--- src/rtl/grid_game.sv ---
// grid_game: room-grid adventure with lives, respawn and a move budget.
//
// The player starts in room (0,0) and moves one room per valid request.
// Picking up the sword allows the player to slay the dragon. Reaching the
// exit after the dragon is slain wins. Entering the dragon room without the
// sword costs a life and respawns the player at (0,0). Running out of lives
// or reaching MOVE_LIMIT valid moves ends the game (dead).
//
// Ports:
//   clock         system clock, rising edge
//   R             asynchronous reset, active low
//   n / s / e / w move request (y-1 / y+1 / x+1 / x-1); exactly one must be high
//   win           game won (terminal)
//   d             player dead (terminal)
//   sw            sword held
//   slain         dragon slain
//   pos_x, pos_y  current room
//   lives         remaining lives
//   moves         valid moves taken
//
// Build option: define GRID_GAME_WRAP_EN to make the grid edges wrap
// toroidally. When it is undefined, a move off the grid is a wall bump:
// position and move count stay unchanged.
module grid_game #(
    parameter int GRID_W     = 4,
    parameter int GRID_H     = 4,
    parameter int LIVES      = 3,
    parameter int MOVE_LIMIT = 63,
    parameter int SWORD_X    = 3,
    parameter int SWORD_Y    = 0,
    parameter int DRAGON_X   = 0,
    parameter int DRAGON_Y   = 3,
    parameter int EXIT_X     = 3,
    parameter int EXIT_Y     = 3,
    localparam int XW = (GRID_W > 2) ? $clog2(GRID_W) : 1,
    localparam int YW = (GRID_H > 2) ? $clog2(GRID_H) : 1,
    localparam int LW = $clog2(LIVES + 1),
    localparam int MW = $clog2(MOVE_LIMIT + 1)
) (
    input  logic          clock,
    input  logic          R,
    input  logic          n,
    input  logic          s,
    input  logic          e,
    input  logic          w,
    output logic          win,
    output logic          d,
    output logic          sw,
    output logic          slain,
    output logic [XW-1:0] pos_x,
    output logic [YW-1:0] pos_y,
    output logic [LW-1:0] lives,
    output logic [MW-1:0] moves
);

    typedef enum logic [1:0] {
        PLAY = 2'd0,
        WIN  = 2'd1,
        DEAD = 2'd2
    } state_t;

    state_t        state_reg, state_next;
    logic          win_reg, win_next;
    logic          d_reg, d_next;
    logic          sw_reg, sw_next;
    logic          slain_reg, slain_next;
    logic [XW-1:0] pos_x_reg, pos_x_next;
    logic [YW-1:0] pos_y_reg, pos_y_next;
    logic [LW-1:0] lives_reg, lives_next;
    logic [MW-1:0] moves_reg, moves_next;

    // Target room of the current request and whether it falls off the grid.
    logic [XW-1:0] tgt_x;
    logic [YW-1:0] tgt_y;
    logic          bump;
    logic          req_one;
    logic [MW-1:0] moves_inc;
    logic          at_sword, at_dragon, at_exit;
    logic          won, killed;

    assign req_one = ($countones({n, s, e, w}) == 1);

    always_comb begin
        tgt_x = pos_x_reg;
        tgt_y = pos_y_reg;
        bump  = 1'b0;
        if (n) begin
            if (pos_y_reg == '0) begin
`ifdef GRID_GAME_WRAP_EN
                tgt_y = YW'(GRID_H - 1);
`else
                bump  = 1'b1;
`endif
            end else begin
                tgt_y = pos_y_reg - YW'(1);
            end
        end else if (s) begin
            if (pos_y_reg == YW'(GRID_H - 1)) begin
`ifdef GRID_GAME_WRAP_EN
                tgt_y = '0;
`else
                bump  = 1'b1;
`endif
            end else begin
                tgt_y = pos_y_reg + YW'(1);
            end
        end else if (e) begin
            if (pos_x_reg == XW'(GRID_W - 1)) begin
`ifdef GRID_GAME_WRAP_EN
                tgt_x = '0;
`else
                bump  = 1'b1;
`endif
            end else begin
                tgt_x = pos_x_reg + XW'(1);
            end
        end else if (w) begin
            if (pos_x_reg == '0) begin
`ifdef GRID_GAME_WRAP_EN
                tgt_x = XW'(GRID_W - 1);
`else
                bump  = 1'b1;
`endif
            end else begin
                tgt_x = pos_x_reg - XW'(1);
            end
        end
    end

    assign at_sword  = (tgt_x == XW'(SWORD_X))  && (tgt_y == YW'(SWORD_Y));
    assign at_dragon = (tgt_x == XW'(DRAGON_X)) && (tgt_y == YW'(DRAGON_Y));
    assign at_exit   = (tgt_x == XW'(EXIT_X))   && (tgt_y == YW'(EXIT_Y));
    // Terminal states stop all play, so moves never passes MOVE_LIMIT.
    assign moves_inc = moves_reg + MW'(1);

    always_comb begin
        state_next = state_reg;
        win_next   = win_reg;
        d_next     = d_reg;
        sw_next    = sw_reg;
        slain_next = slain_reg;
        pos_x_next = pos_x_reg;
        pos_y_next = pos_y_reg;
        lives_next = lives_reg;
        moves_next = moves_reg;
        won        = 1'b0;
        killed     = 1'b0;

        if (state_reg == PLAY && req_one && !bump) begin
            moves_next = moves_inc;
            pos_x_next = tgt_x;
            pos_y_next = tgt_y;
            if (at_sword) begin
                sw_next = 1'b1;
            end
            // Sword and dragon rooms are distinct, so sw_reg already reflects
            // whether the player is armed when entering the dragon room.
            if (at_dragon && !slain_reg) begin
                if (sw_reg) begin
                    slain_next = 1'b1;
                end else begin
                    lives_next = lives_reg - LW'(1);
                    pos_x_next = '0;
                    pos_y_next = '0;
                    killed     = (lives_reg == LW'(1));
                end
            end else if (at_exit && slain_reg) begin
                won = 1'b1;
            end

            // Winning beats both kinds of death on the same edge.
            if (won) begin
                state_next = WIN;
                win_next   = 1'b1;
            end else if (killed || moves_inc == MW'(MOVE_LIMIT)) begin
                state_next = DEAD;
                d_next     = 1'b1;
            end
        end
    end

    always_ff @(posedge clock or negedge R) begin
        if (!R) begin
            state_reg <= PLAY;
            win_reg   <= 1'b0;
            d_reg     <= 1'b0;
            sw_reg    <= 1'b0;
            slain_reg <= 1'b0;
            pos_x_reg <= '0;
            pos_y_reg <= '0;
            lives_reg <= LW'(LIVES);
            moves_reg <= '0;
        end else begin
            state_reg <= state_next;
            win_reg   <= win_next;
            d_reg     <= d_next;
            sw_reg    <= sw_next;
            slain_reg <= slain_next;
            pos_x_reg <= pos_x_next;
            pos_y_reg <= pos_y_next;
            lives_reg <= lives_next;
            moves_reg <= moves_next;
        end
    end

    assign win   = win_reg;
    assign d     = d_reg;
    assign sw    = sw_reg;
    assign slain = slain_reg;
    assign pos_x = pos_x_reg;
    assign pos_y = pos_y_reg;
    assign lives = lives_reg;
    assign moves = moves_reg;

endmodule

--- config.mk ---
export PLATFORM = sky130hd
export DESIGN_NAME = grid_game
export DESIGN_NICKNAME = d
export VERILOG_FILES = /design/src/rtl/grid_game.sv
export SDC_FILE = /design/constraint.sdc
export NUM_CORES = 1
export LEC_CHECK = 0
export ABC_AREA = 1
export BUFFER_PORTS_ARGS = -buffer_cell sky130_fd_sc_hd__buf_2
export CELL_PAD_IN_SITES_DETAIL_PLACEMENT = 1
export CELL_PAD_IN_SITES_GLOBAL_PLACEMENT = 2
export CORE_ASPECT_RATIO = 0.8
export CORE_UTILIZATION = 33
export DETAILED_ROUTE_END_ITERATION = 16
export GPL_TIMING_DRIVEN = 0
export MAX_ROUTING_LAYER = met4
export PLACE_DENSITY = 0.81
export SETUP_SLACK_MARGIN = 0.1
export SYNTH_ARGS = -nofsm -noshare
export SYNTH_HDL_FRONTEND = slang
export SYNTH_SLANG_ARGS = --single-unit
--- constraint.sdc ---
create_clock -name clock -period 3.8 [get_ports clock]
set_input_delay 0.76 -clock clock [delete_from_list [all_inputs] [get_ports clock]]
set_output_delay 0.76 -clock clock [all_outputs]
set_load 0.02 [all_outputs]
==> flow_metrics.py <==
metrics = {
    "sta": {
        "fmax_mhz": 366,
        "rsz0062_at_grt": "false",
        "whs_ns": 0.435,
        "worstMarginPinSlew_ns": 0.429,
        "setup_tns_ns": 0,
        "fin_crit_ns": 2.73,
        "relSlewSlack_pct": 71.4,
        "finClkSkew_ns": 0.00660,
        "setup_viol_count_final": 0,
        "setup_ws_ns": 1.07,
        "finalMaxSlewViolations": 0,
        "hold_viol": 0,
        "fin_crit_sh_pct": 72.0,
    },
    "power_and_ir_drop": {
        "leakage_nw": 0.679,
        "design_power_total_mw": 0.356,
        "ir_drop_uv": 179,
        "powerDensity_nw_per_um2": 265,
    },
    "final_layout": {
        "fin_nets": 188,
        "final_cell_area_um2": 1340,
        "diodes": 0,
        "drive_gt1_share_pct": 24.0,
        "largest_register_ffs": 6,
        "area_growth_pct": 17.5,
        "multi_input_area_um2": 584,
        "final_common_cell": "nand2_1",
        "fillers": 417,
        "register_area_um2": 453,
        "final_cell_mix": "nand2_1, buf_2, inv_1",
    },
    "critical_path": {
        "crit_chain": "buf_2, inv_2, fa_1, inv_1, ha_1, ha_1, nor2_1, nand4_1, nor2_2, nand2_1, nor2_4, nand4_1, nand2_1",
        "critPathKind": "primary input to flip-flop",
        "cpMaxStageDelayCell": "fa_1",
        "required_ns": 3.99,
        "path_max_fanout": 9,
        "reg2reg_from": "pos_x[1]",
        "start_kind": "primary input",
        "r2r_slack_ns": 2.29,
        "end_kind": "flip-flop",
        "cpPeakStageDelay_ns": 0.55,
        "r2r-end": "pos_y[1]",
        "cp_num_buf_inv": 3,
        "path_delay_family": "adder cells",
        "rr_worst_depth": 9,
        "cp.arrival_ns": 2.93,
    },
    "place": {
        "dpl.hpwl_mm": 2.24,
        "place_area_um2": 1300,
        "port_buffers": 21,
        "dpl_worst_slack_ns": 0.738,
        "gp_congestion": 0.772,
    },
    "clocking": {
        "cts_hold_buf": 0,
        "cts_htree_levels": 1,
        "post-cts-setup-buffers": 0,
        "cts.sinks": 18,
        "clock_path_buffers": 2,
        "clk_pin_slew_ns": 0.07,
        "cts_tree": "built",
        "clockRootBuffer": "clkbuf_8",
        "cts_resized": 0,
        "insertion_delay_ns": 0.26,
        "cts_buffers": 3,
    },
    "yosys": {
        "postSynthAreaPerCell_um2": 7.62,
        "ys_ff_latch": 18,
        "synthCells": 150,
        "ys_types": 27,
        "ys_warn_count": 0,
        "ys_seq_area_share_pct": 39.6,
        "syn_nets": 162,
        "syn-cell-area_um2": 1140,
    },
    "global_route": {
        "track_usage_pct": 18.5,
        "antenna_found_initial": 0,
        "grt_pass1_vias": 1032,
        "grt_max_degree": 19,
        "grt_overflow": 0,
        "grt_pass1_wl_mm": 4.75,
    },
    "route": {
        "ant_nets": 0,
        "drc_errors": 0,
        "wl_met1_mm": 1.44,
        "drt_pass1_iterations": 2,
        "wl_met3_um": 94,
        "viasPerCell": 4.91,
        "wire_per_inst_um": 13.5,
        "num_vias": 1055,
        "maxUsedRoutingLayer": "met4",
        "wirelength_mm": 2.90,
        "drt-initial-drc-count": 24,
        "wl_met2_mm": 1.35,
    },
    "die": {
        "start_util_pct": 35.8,
        "rows": 18,
        "dieArea_um2": 3710,
        "die_y_um": 54.7,
        "coreArea_um2": 3200,
        "ios": 22,
        "die_x_um": 67.8,
    },
    "worst_hold_path": {
        "min_path_type": "primary input to async pin",
    },
    "status": {
        "status": "complete, no violations",
    },
    "job": {
        "drv_cap": 0,
    },
}
-- metal layers --
metal / vias up / GRT usage, %
li1: 529 / -
met1: 504 / 22.8
met5: - / -
met3: 2 / 5.00
met2: 20 / 30.4
met4: 0 / 4.17
-- area by class of cell --
class	instances	share of cell area [%]
Multi-Input combinational cell	106	43.5
Inverter	24	6.70
Clock buffer	4	3.35
Buffer	2	1.21
Tap cell	40	3.72
Timing Repair Buffer	21	7.82
Sequential cell	18	33.7
-- worst max-delay path by stage --
stage               start       end  slack [ns]  depth (start not counted)
CTS                     n  pos_x[0]        1.02                         13
floorplan               n  pos_x[0]        1.17                         12
global placement        n        sw        0.85                         13
finish                  n        sw        1.07                         13
detailed placement      n  pos_x[0]        0.74                         13
global route            n  lives[1]        0.90                         14
-- Yosys cell counts (all sizes together) --
cell type | count | area (um2)
a21o | 1 | 8.76
buf | 2 | 16.3
fa | 1 | 20.0
o21ai | 8 | 40.0
nor3 | 2 | 15.0
nand4 | 5 | 31.3
inv | 24 | 90.1
nor2 | 14 | 72.6
o21bai | 1 | 7.51
nand2 | 45 | 169
xor2 | 3 | 26.3
o2bb2ai | 1 | 8.76
dfrtp | 16 | 400
dfstp | 2 | 52.6
nand3 | 15 | 87.6
and2 | 1 | 8.76
ha | 5 | 62.6
nand3b | 1 | 7.51
a21oi | 3 | 18.8
-- where the power goes --
| group | internal (mW) | leakage [nW] | switching (mW) |
|---|---|---|---|
| combinational | 0.00835 | 0.453 | 0.0173 |
| clock | 0.0745 | 0.0228 | 0.0642 |
| sequential | 0.192 | 0.202 | 0 |
-- metrics by stage --
step / utilization [%] / instances
finish: 42.0 / 215
global placement: 40.6 / 211
detailed placement: 40.6 / 211
global route: 42.0 / 215
CTS: 42.0 / 215
floorplan: - / 150
-- cell families (layout without fill, tap and decap cells) --
kind of cell | Yosys count | count (layout) | synth area share, %
and+or+nand+nor | 83 | 83 | 34.2
buffers and inverters | 26 | 51 | 9.30
DFF | 18 | 18 | 39.6
AOI/OAI and AO/OA | 14 | 14 | 7.33
adders and majority gates | 6 | 6 | 7.22
xor gates and xnor gates | 3 | 3 | 2.30
(Power assumes the default switching activity.)
